[config.mk]
export PLATFORM = sky130hd
export DESIGN_NAME = div_seq
export DESIGN_NICKNAME = d
export VERILOG_FILES = /design/src/rtl/div_pkg.sv /design/src/rtl/div_step.sv /design/src/rtl/div_seq.sv
export SDC_FILE = /design/constraint.sdc
export NUM_CORES = 1
export LEC_CHECK = 0
export CAP_MARGIN = 40
export CORE_ASPECT_RATIO = 1.75
export CORE_MARGIN = 2
export CORE_UTILIZATION = 50
export CTS_BUF_LIST = sky130_fd_sc_hd__clkbuf_8 sky130_fd_sc_hd__clkbuf_16
export CTS_CLUSTER_DIAMETER = 80
export CTS_CLUSTER_SIZE = 30
export DETAILED_ROUTE_END_ITERATION = 10
export PLACE_DENSITY_LB_ADDON = 0.3
export SETUP_SLACK_MARGIN = 0.05
export SYNTH_ARGS = -nofsm -noshare
export SYNTH_HDL_FRONTEND = slang
export SYNTH_SLANG_ARGS = --single-unit
[constraint.sdc]
create_clock -name clk -period 6.29 [get_ports clk]
set_clock_uncertainty 0.2 [all_clocks]
set_input_delay 0.629 -clock clk [delete_from_list [all_inputs] [get_ports clk]]
set_output_delay 0.629 -clock clk [all_outputs]
set_load 0.02 [all_outputs]
[src/rtl/div_pkg.sv]
// div_pkg
//   Shared constants and types for the sequential MIPS DIV/DIVU unit.
//   DIV_WIDTH : operand width (quotient and remainder are each this wide)
//   DIV_ITERS : restoring iterations per division (one quotient bit each)
//   DIV_CNT_W : width of the iteration counter
//   div_state_e : sequencer states
package div_pkg;

    localparam int DIV_WIDTH = 32;
    localparam int DIV_ITERS = 32;
    localparam int DIV_CNT_W = $clog2(DIV_ITERS);

    typedef enum logic [1:0] {
        S_IDLE = 2'd0,
        S_PREP = 2'd1,
        S_RUN  = 2'd2,
        S_DONE = 2'd3
    } div_state_e;

endpackage

[src/rtl/div_step.sv]
// div_step
//   One combinational restoring-division iteration on magnitudes.
//   i_rem  : partial remainder (WIDTH+1 bits, always < divisor on entry)
//   i_bit  : next dividend bit, shifted in at the LSB
//   i_dvs  : divisor magnitude
//   o_rem  : updated partial remainder
//   o_qbit : quotient bit (inverted borrow of the trial subtraction)
module div_step
    import div_pkg::*;
#(
    parameter int WIDTH = DIV_WIDTH
) (
    input  logic [WIDTH:0]   i_rem,
    input  logic             i_bit,
    input  logic [WIDTH-1:0] i_dvs,
    output logic [WIDTH:0]   o_rem,
    output logic             o_qbit
);

    logic [WIDTH+1:0] w_shift;
    logic [WIDTH+1:0] w_diff;

    assign w_shift = {i_rem, i_bit};
    // The shifted value is below 2*divisor, so the difference lies in
    // (-2^WIDTH, 2^(WIDTH+1)) and its top bit is exactly the borrow.
    assign w_diff  = w_shift - {2'b00, i_dvs};
    assign o_qbit  = ~w_diff[WIDTH+1];
    assign o_rem   = o_qbit ? w_diff[WIDTH:0] : w_shift[WIDTH:0];

endmodule

[src/rtl/div_seq.sv]
// div_seq
//   Multi-cycle DIV/DIVU sequencer beside the execute-stage ALU.
//   Accepts operands in IDLE, converts to magnitudes in PREP, runs one
//   restoring step per cycle in RUN, applies sign fix-up on entry to DONE.
//   Ports:
//     clk, rst      : clock, asynchronous active-high reset
//     start         : division request (sampled in IDLE only)
//     signed_div    : 1 = DIV, 0 = DIVU (sampled with start)
//     a, b          : dividend, divisor (sampled with start)
//     annul         : execute flush; cancels in-flight or same-cycle request
//     stall_o       : stall request to the hazard unit
//     ready         : one-cycle pulse, result valid
//     result        : {remainder, quotient} for HI/LO
//   Build option: DIV_EARLY_TERM_EN - finish in PREP when |a| < |b|.
module div_seq
    import div_pkg::*;
#(
    parameter int WIDTH = DIV_WIDTH
) (
    input  logic               clk,
    input  logic               rst,
    input  logic               start,
    input  logic               signed_div,
    input  logic [WIDTH-1:0]   a,
    input  logic [WIDTH-1:0]   b,
    input  logic               annul,
    output logic               stall_o,
    output logic               ready,
    output logic [2*WIDTH-1:0] result
);

    localparam int CNT_W = $clog2(WIDTH);

    div_state_e         r_state;
    div_state_e         w_state_nxt;

    // r_dvd/r_dvs hold the raw operands during PREP, magnitudes during RUN.
    logic [WIDTH-1:0]   r_dvd;
    logic [WIDTH-1:0]   r_dvs;
    logic               r_sgn;
    logic               r_neg_q;
    logic               r_neg_r;
    logic [WIDTH:0]     r_rem;
    logic [WIDTH-1:0]   r_quo;
    logic [CNT_W-1:0]   r_cnt;
    logic [2*WIDTH-1:0] r_result;

    logic               w_a_neg;
    logic               w_b_neg;
    logic [WIDTH-1:0]   w_a_mag;
    logic [WIDTH-1:0]   w_b_mag;
    logic               w_div0;
    logic               w_early;
    logic [WIDTH:0]     w_step_rem;
    logic               w_qbit;
    logic [WIDTH-1:0]   w_q_raw;
    logic [WIDTH-1:0]   w_r_raw;
    logic [WIDTH-1:0]   w_q_fix;
    logic [WIDTH-1:0]   w_r_fix;

    // Magnitudes; the most negative value maps to itself, which is the
    // correct unsigned magnitude, so MIN / -1 needs no special case.
    assign w_a_neg = r_sgn & r_dvd[WIDTH-1];
    assign w_b_neg = r_sgn & r_dvs[WIDTH-1];
    assign w_a_mag = w_a_neg ? -r_dvd : r_dvd;
    assign w_b_mag = w_b_neg ? -r_dvs : r_dvs;
    assign w_div0  = (r_dvs == '0);

`ifdef DIV_EARLY_TERM_EN
    assign w_early = ~w_div0 & (w_a_mag < w_b_mag);
`else
    assign w_early = 1'b0;
`endif

    div_step #(.WIDTH(WIDTH)) u_step (
        .i_rem  (r_rem),
        .i_bit  (r_dvd[WIDTH-1]),
        .i_dvs  (r_dvs),
        .o_rem  (w_step_rem),
        .o_qbit (w_qbit)
    );

    assign w_q_raw = {r_quo[WIDTH-2:0], w_qbit};
    assign w_r_raw = w_step_rem[WIDTH-1:0];
    assign w_q_fix = r_neg_q ? -w_q_raw : w_q_raw;
    assign w_r_fix = r_neg_r ? -w_r_raw : w_r_raw;

    always_ff @(posedge clk or posedge rst) begin
        if (rst) r_state <= S_IDLE;
        else     r_state <= w_state_nxt;
    end

    always_comb begin
        w_state_nxt = r_state;
        stall_o     = 1'b0;
        ready       = 1'b0;
        case (r_state)
            S_IDLE: begin
                if (start && !annul) begin
                    w_state_nxt = S_PREP;
                    stall_o     = 1'b1;
                end
            end
            S_PREP: begin
                stall_o     = 1'b1;
                w_state_nxt = (w_div0 || w_early) ? S_DONE : S_RUN;
            end
            S_RUN: begin
                stall_o = 1'b1;
                if (r_cnt == '0) w_state_nxt = S_DONE;
            end
            S_DONE: begin
                ready       = 1'b1;
                w_state_nxt = S_IDLE;
            end
            default: w_state_nxt = S_IDLE;
        endcase
        // Flush wins over every other transition.
        if (annul && r_state != S_IDLE) w_state_nxt = S_IDLE;
    end

    // Datapath. result is written only when the next state is DONE, so an
    // annulled operation never disturbs the previously delivered value.
    always_ff @(posedge clk or posedge rst) begin
        if (rst) begin
            r_dvd    <= '0;
            r_dvs    <= '0;
            r_sgn    <= 1'b0;
            r_neg_q  <= 1'b0;
            r_neg_r  <= 1'b0;
            r_rem    <= '0;
            r_quo    <= '0;
            r_cnt    <= '0;
            r_result <= '0;
        end else begin
            case (r_state)
                S_IDLE: begin
                    if (start && !annul) begin
                        r_dvd <= a;
                        r_dvs <= b;
                        r_sgn <= signed_div;
                    end
                end
                S_PREP: begin
                    r_dvd   <= w_a_mag;
                    r_dvs   <= w_b_mag;
                    r_neg_q <= w_a_neg ^ w_b_neg;
                    r_neg_r <= w_a_neg;
                    r_rem   <= '0;
                    r_quo   <= '0;
                    r_cnt   <= CNT_W'(WIDTH - 1);
                    // Short paths report the raw dividend as remainder.
                    if (w_state_nxt == S_DONE) begin
                        if (w_div0) r_result <= {r_dvd, {WIDTH{1'b1}}};
                        else        r_result <= {r_dvd, {WIDTH{1'b0}}};
                    end
                end
                S_RUN: begin
                    r_rem <= w_step_rem;
                    r_dvd <= {r_dvd[WIDTH-2:0], 1'b0};
                    r_quo <= w_q_raw;
                    r_cnt <= r_cnt - CNT_W'(1);
                    if (w_state_nxt == S_DONE) r_result <= {w_r_fix, w_q_fix};
                end
                default: ;
            endcase
        end
    end

    assign result = r_result;

endmodule

==> impl_results.md <==
* Status: finished, final reports clean
* Setup tns final at 0 ps
* Primary FF master, synth: dfrtp_1
* Launch point of the critical path: r_dvs[7]$_DFFE_PP0P_
* Clock-pin slew on the worst setup and hold paths at 120 ps
* Top-area cell type share of the netlist area at 0.368
* Placed instance count at 2,038
* Highest-delay cell along the critical path: or4b_2
* Fin crit period at 5720 ps
* First-pass GRT wire length at 65,700 um
* Clock power share at 0.142
* Synthesized net count at 1,728
* Static Leak at 6.57 nW
* Synth Area per Inst at 8.50 sq um
* Post-CTS Resized at 0
* Sequential share of power at 0.310
* Area leader, netlist: dfrtp_1
* Placer Congestion at 0.930
* Synth area leaders: dfrtp_1, o21ai_0, a21oi_1, nand2_1, ha_1
* Buffers added on ports at 134
* Part of the Yosys area used for sequential elements at 0.368
* 1st-pass router iterations at 5
* DP Wirelength at 29,400 um
* Arr. time, crit path at 5950 ps
* Tcrit/Tclk final at 0.909
* Pin count of the biggest net entering global routing at 145
* Synth async-reset ratio at 1.00
* Synth Warn # at 0
* Die height at 223 um
* Final hold violations at 0
* Post-layout nets at 1,795
* Syn-to-layout area delta at 15.2%
* Setup violators final at 0
* Initial drt markers at 1,316
* Commonest cells after routing, fill and taps aside: dfrtp_1, o21ai_0, nand2_1, clkdlybuf4s50_1, nor2_1
* Internal at 3.45 mW
* Critical path endpoint category: register
* Cells after synthesis at 1,616
* Commonest non-fill, non-tap cell in the layout: dfrtp_1
* Max-Cap Viols at 0
* Post-synth EDFFs at 0
* Row count at 80
* Slowest Stage Delay on Critical Path at 610 ps
* RSZ-0062 raised after global routing: false
* Power Density at 426 mW/mm^2
* Slew headroom at 0.381
* Clk_lat worst skew at 500 ps
* Critical Path Source Type: register
* Sw power at 3.28 mW
* Capture point of the critical path: result[52]$_DFFE_PP0P_
* Max Clk Rate at 0.175 GHz
* CTS buffer count at 12
* Post-CTS Setup Inserts at 0
* DR WL/cell at 19.8 um
* Vias in the first global route at 12,700
* CTS tree: yes
* Hold-fix buffers at CTS at 0
* Bufs on Longest Clock Path at 3
* Number of library cell types mapped by synthesis at 85
* Combinational share of power at 0.548
* Grt total ovfl at 0
* RR Startpoint: r_dvs[7]$_DFFE_PP0P_
* Htree depth at 1
* Hold Path Class: reg2reg
* Antenna Nets Post-Route at 0
* # IOs at 135
* Clock tree sinks at 202
* Initial antenna violation count at 0
* Total Die Area at 0.0289 sq mm
* Fill cells at 2,431
* Die W at 129 um
* Residual DRC at 0
* Crit Reg-Reg Endpoint: result[52]$_DFFE_PP0P_
* Hold WS at 281 ps
* CP cell instances: inv_1, ha_1, nand2_1, o21ai_0, nand3_1, o211a_1, a2111oi_4, o21a_1, nor2_4, inv_2, nor2_1, a21oi_1, ha_1, inv_1, nor2_1, and3_1, or4b_2, a22oi_2, a41oi_1, or3_1, a31o_2, o21ai_0
* Routed WL at 40,700 um
* Initial Utilization at 0.507
* Fraction of layout cells with a size suffix above 1 at 0.0563
* Final Non-Filler Cells at 2,058
* Sw Ratio at 0.488
* Pins over their slew limit at 0
* CORE AREA at 0.0271 sq mm
* Root Driver: clkbuf_16
* Layout Utilization at 0.583
* CP Data Required Time at 6520 ps
* Synth Register Bits at 202
* Crit path kind: reg2reg
* R2R depth at 22
* VDD IR-drop max at 0.302 mV
* Reg2Reg Setup Slack at 570 ps
* GR Util All Layers at 0.280
* Maximum fanout along the worst path at 6
* Slew @ Worst Pin at 929 ps
* Vias per Instance at 6.37
* Vias at 13,100
* Mapped cell area at 0.0137 sq mm
## logic make-up (layout without fill, tap and decap cells)
kind of cell             count (synthesis)  after routing  share of synthesized area
AND/OR/NAND/NOR                        477            477                      0.168
buffers and inverters                  176            248                     0.0524
multiplexers                            48             48                     0.0355
AO/OA/AOI/OAI                          588            588                      0.284
XOR/XNOR                                82             82                     0.0523
adder cells (fa/ha/maj)                 43             43                     0.0397
other                                    0              1                          0
flip-flops                             202            202                      0.368
## layer usage
metal	wire (um)	track usage	vias to the layer above
met1	16600	0.355	6417
met3	1830	0.0218	97
met4	1700	0.115	0
met2	20600	0.488	429
met5	0	0	-
li1	-	-	6160
## state kept, by name, indices dropped and copies added, names as in the netlist, 2 cells and up
register  flops
r_cnt         5
r_dvd        32
r_dvs        32
r_quo        31
r_rem        33
r_state       2
result       64
## through the flow
step / area [sq um] / setup slack (ps) / total power [mW]
final: 15800 / 573 / 6.73
after global routing: 15800 / 128 / 7.21
after CTS: 15800 / 647 / 6.72
after detailed placement: 15400 / 680 / 5.76
after global placement: 15300 / 821 / 5.63
after floorplan: 13700 / 346 / 4.60
## worst min-delay path by stage
stage	cells after the start	from	end
2_1_floorplan	1	r_cnt[3]$_DFFE_PP0N_	r_cnt[3]$_DFFE_PP0N_
3_3_place_gp	1	result[28]$_DFFE_PP0P_	result[28]$_DFFE_PP0P_
3_5_place_dp	1	result[29]$_DFFE_PP0P_	result[29]$_DFFE_PP0P_
4_1_cts	1	result[29]$_DFFE_PP0P_	result[29]$_DFFE_PP0P_
5_1_grt	1	result[30]$_DFFE_PP0P_	result[30]$_DFFE_PP0P_
6_report	1	result[28]$_DFFE_PP0P_	result[28]$_DFFE_PP0P_
## final cells by class
type | instances | area [sq um] | area share
Timing Repair Buffer | 163 | 1620 | 0.103
Clock inverter | 6 | 103 | 0.00648
Inverter | 66 | 251 | 0.0159
Multi-Input combinational cell | 1238 | 8000 | 0.506
Clock buffer | 13 | 325 | 0.0206
Antenna cell | 1 | 2.50 | 0.000158
Tap cell | 369 | 462 | 0.0292
Sequential cell | 202 | 5050 | 0.319
## Yosys cell counts, types with 21 or more instances
master,n
a21oi_1,114
nor2_1,121
dfrtp_1,202
nand2_1,148
o22ai_1,36
inv_1,63
nor3_1,50
mux2i_1,42
o21ai_0,163
nor4_1,22
xor2_1,51
o31ai_1,21
ha_1,42
clkbuf_1,84
a21o_1,35
nand3_1,26
o2bb2ai_1,55
a211oi_1,35
xnor2_1,31
## critical path, delay by kind of cell (launching register included)
kind	cells	cell delay, ps
fa+ha+maj	2	630
compound gates	9	2500
buf+inv	3	270
simple gates	8	1610
flops	1	440
## power groups by stage
stage          clock, mW  sequential [mW]  combinational (mW)
3_3_place_gp           0             2.09                3.55
6_report           0.957             2.08                3.69
3_5_place_dp           0             2.10                3.67
5_1_grt             1.01             2.13                4.07
2_1_floorplan          0             2.10                2.50
4_1_cts            0.971             2.07                3.68
Power figures use the tool's default switching activity.
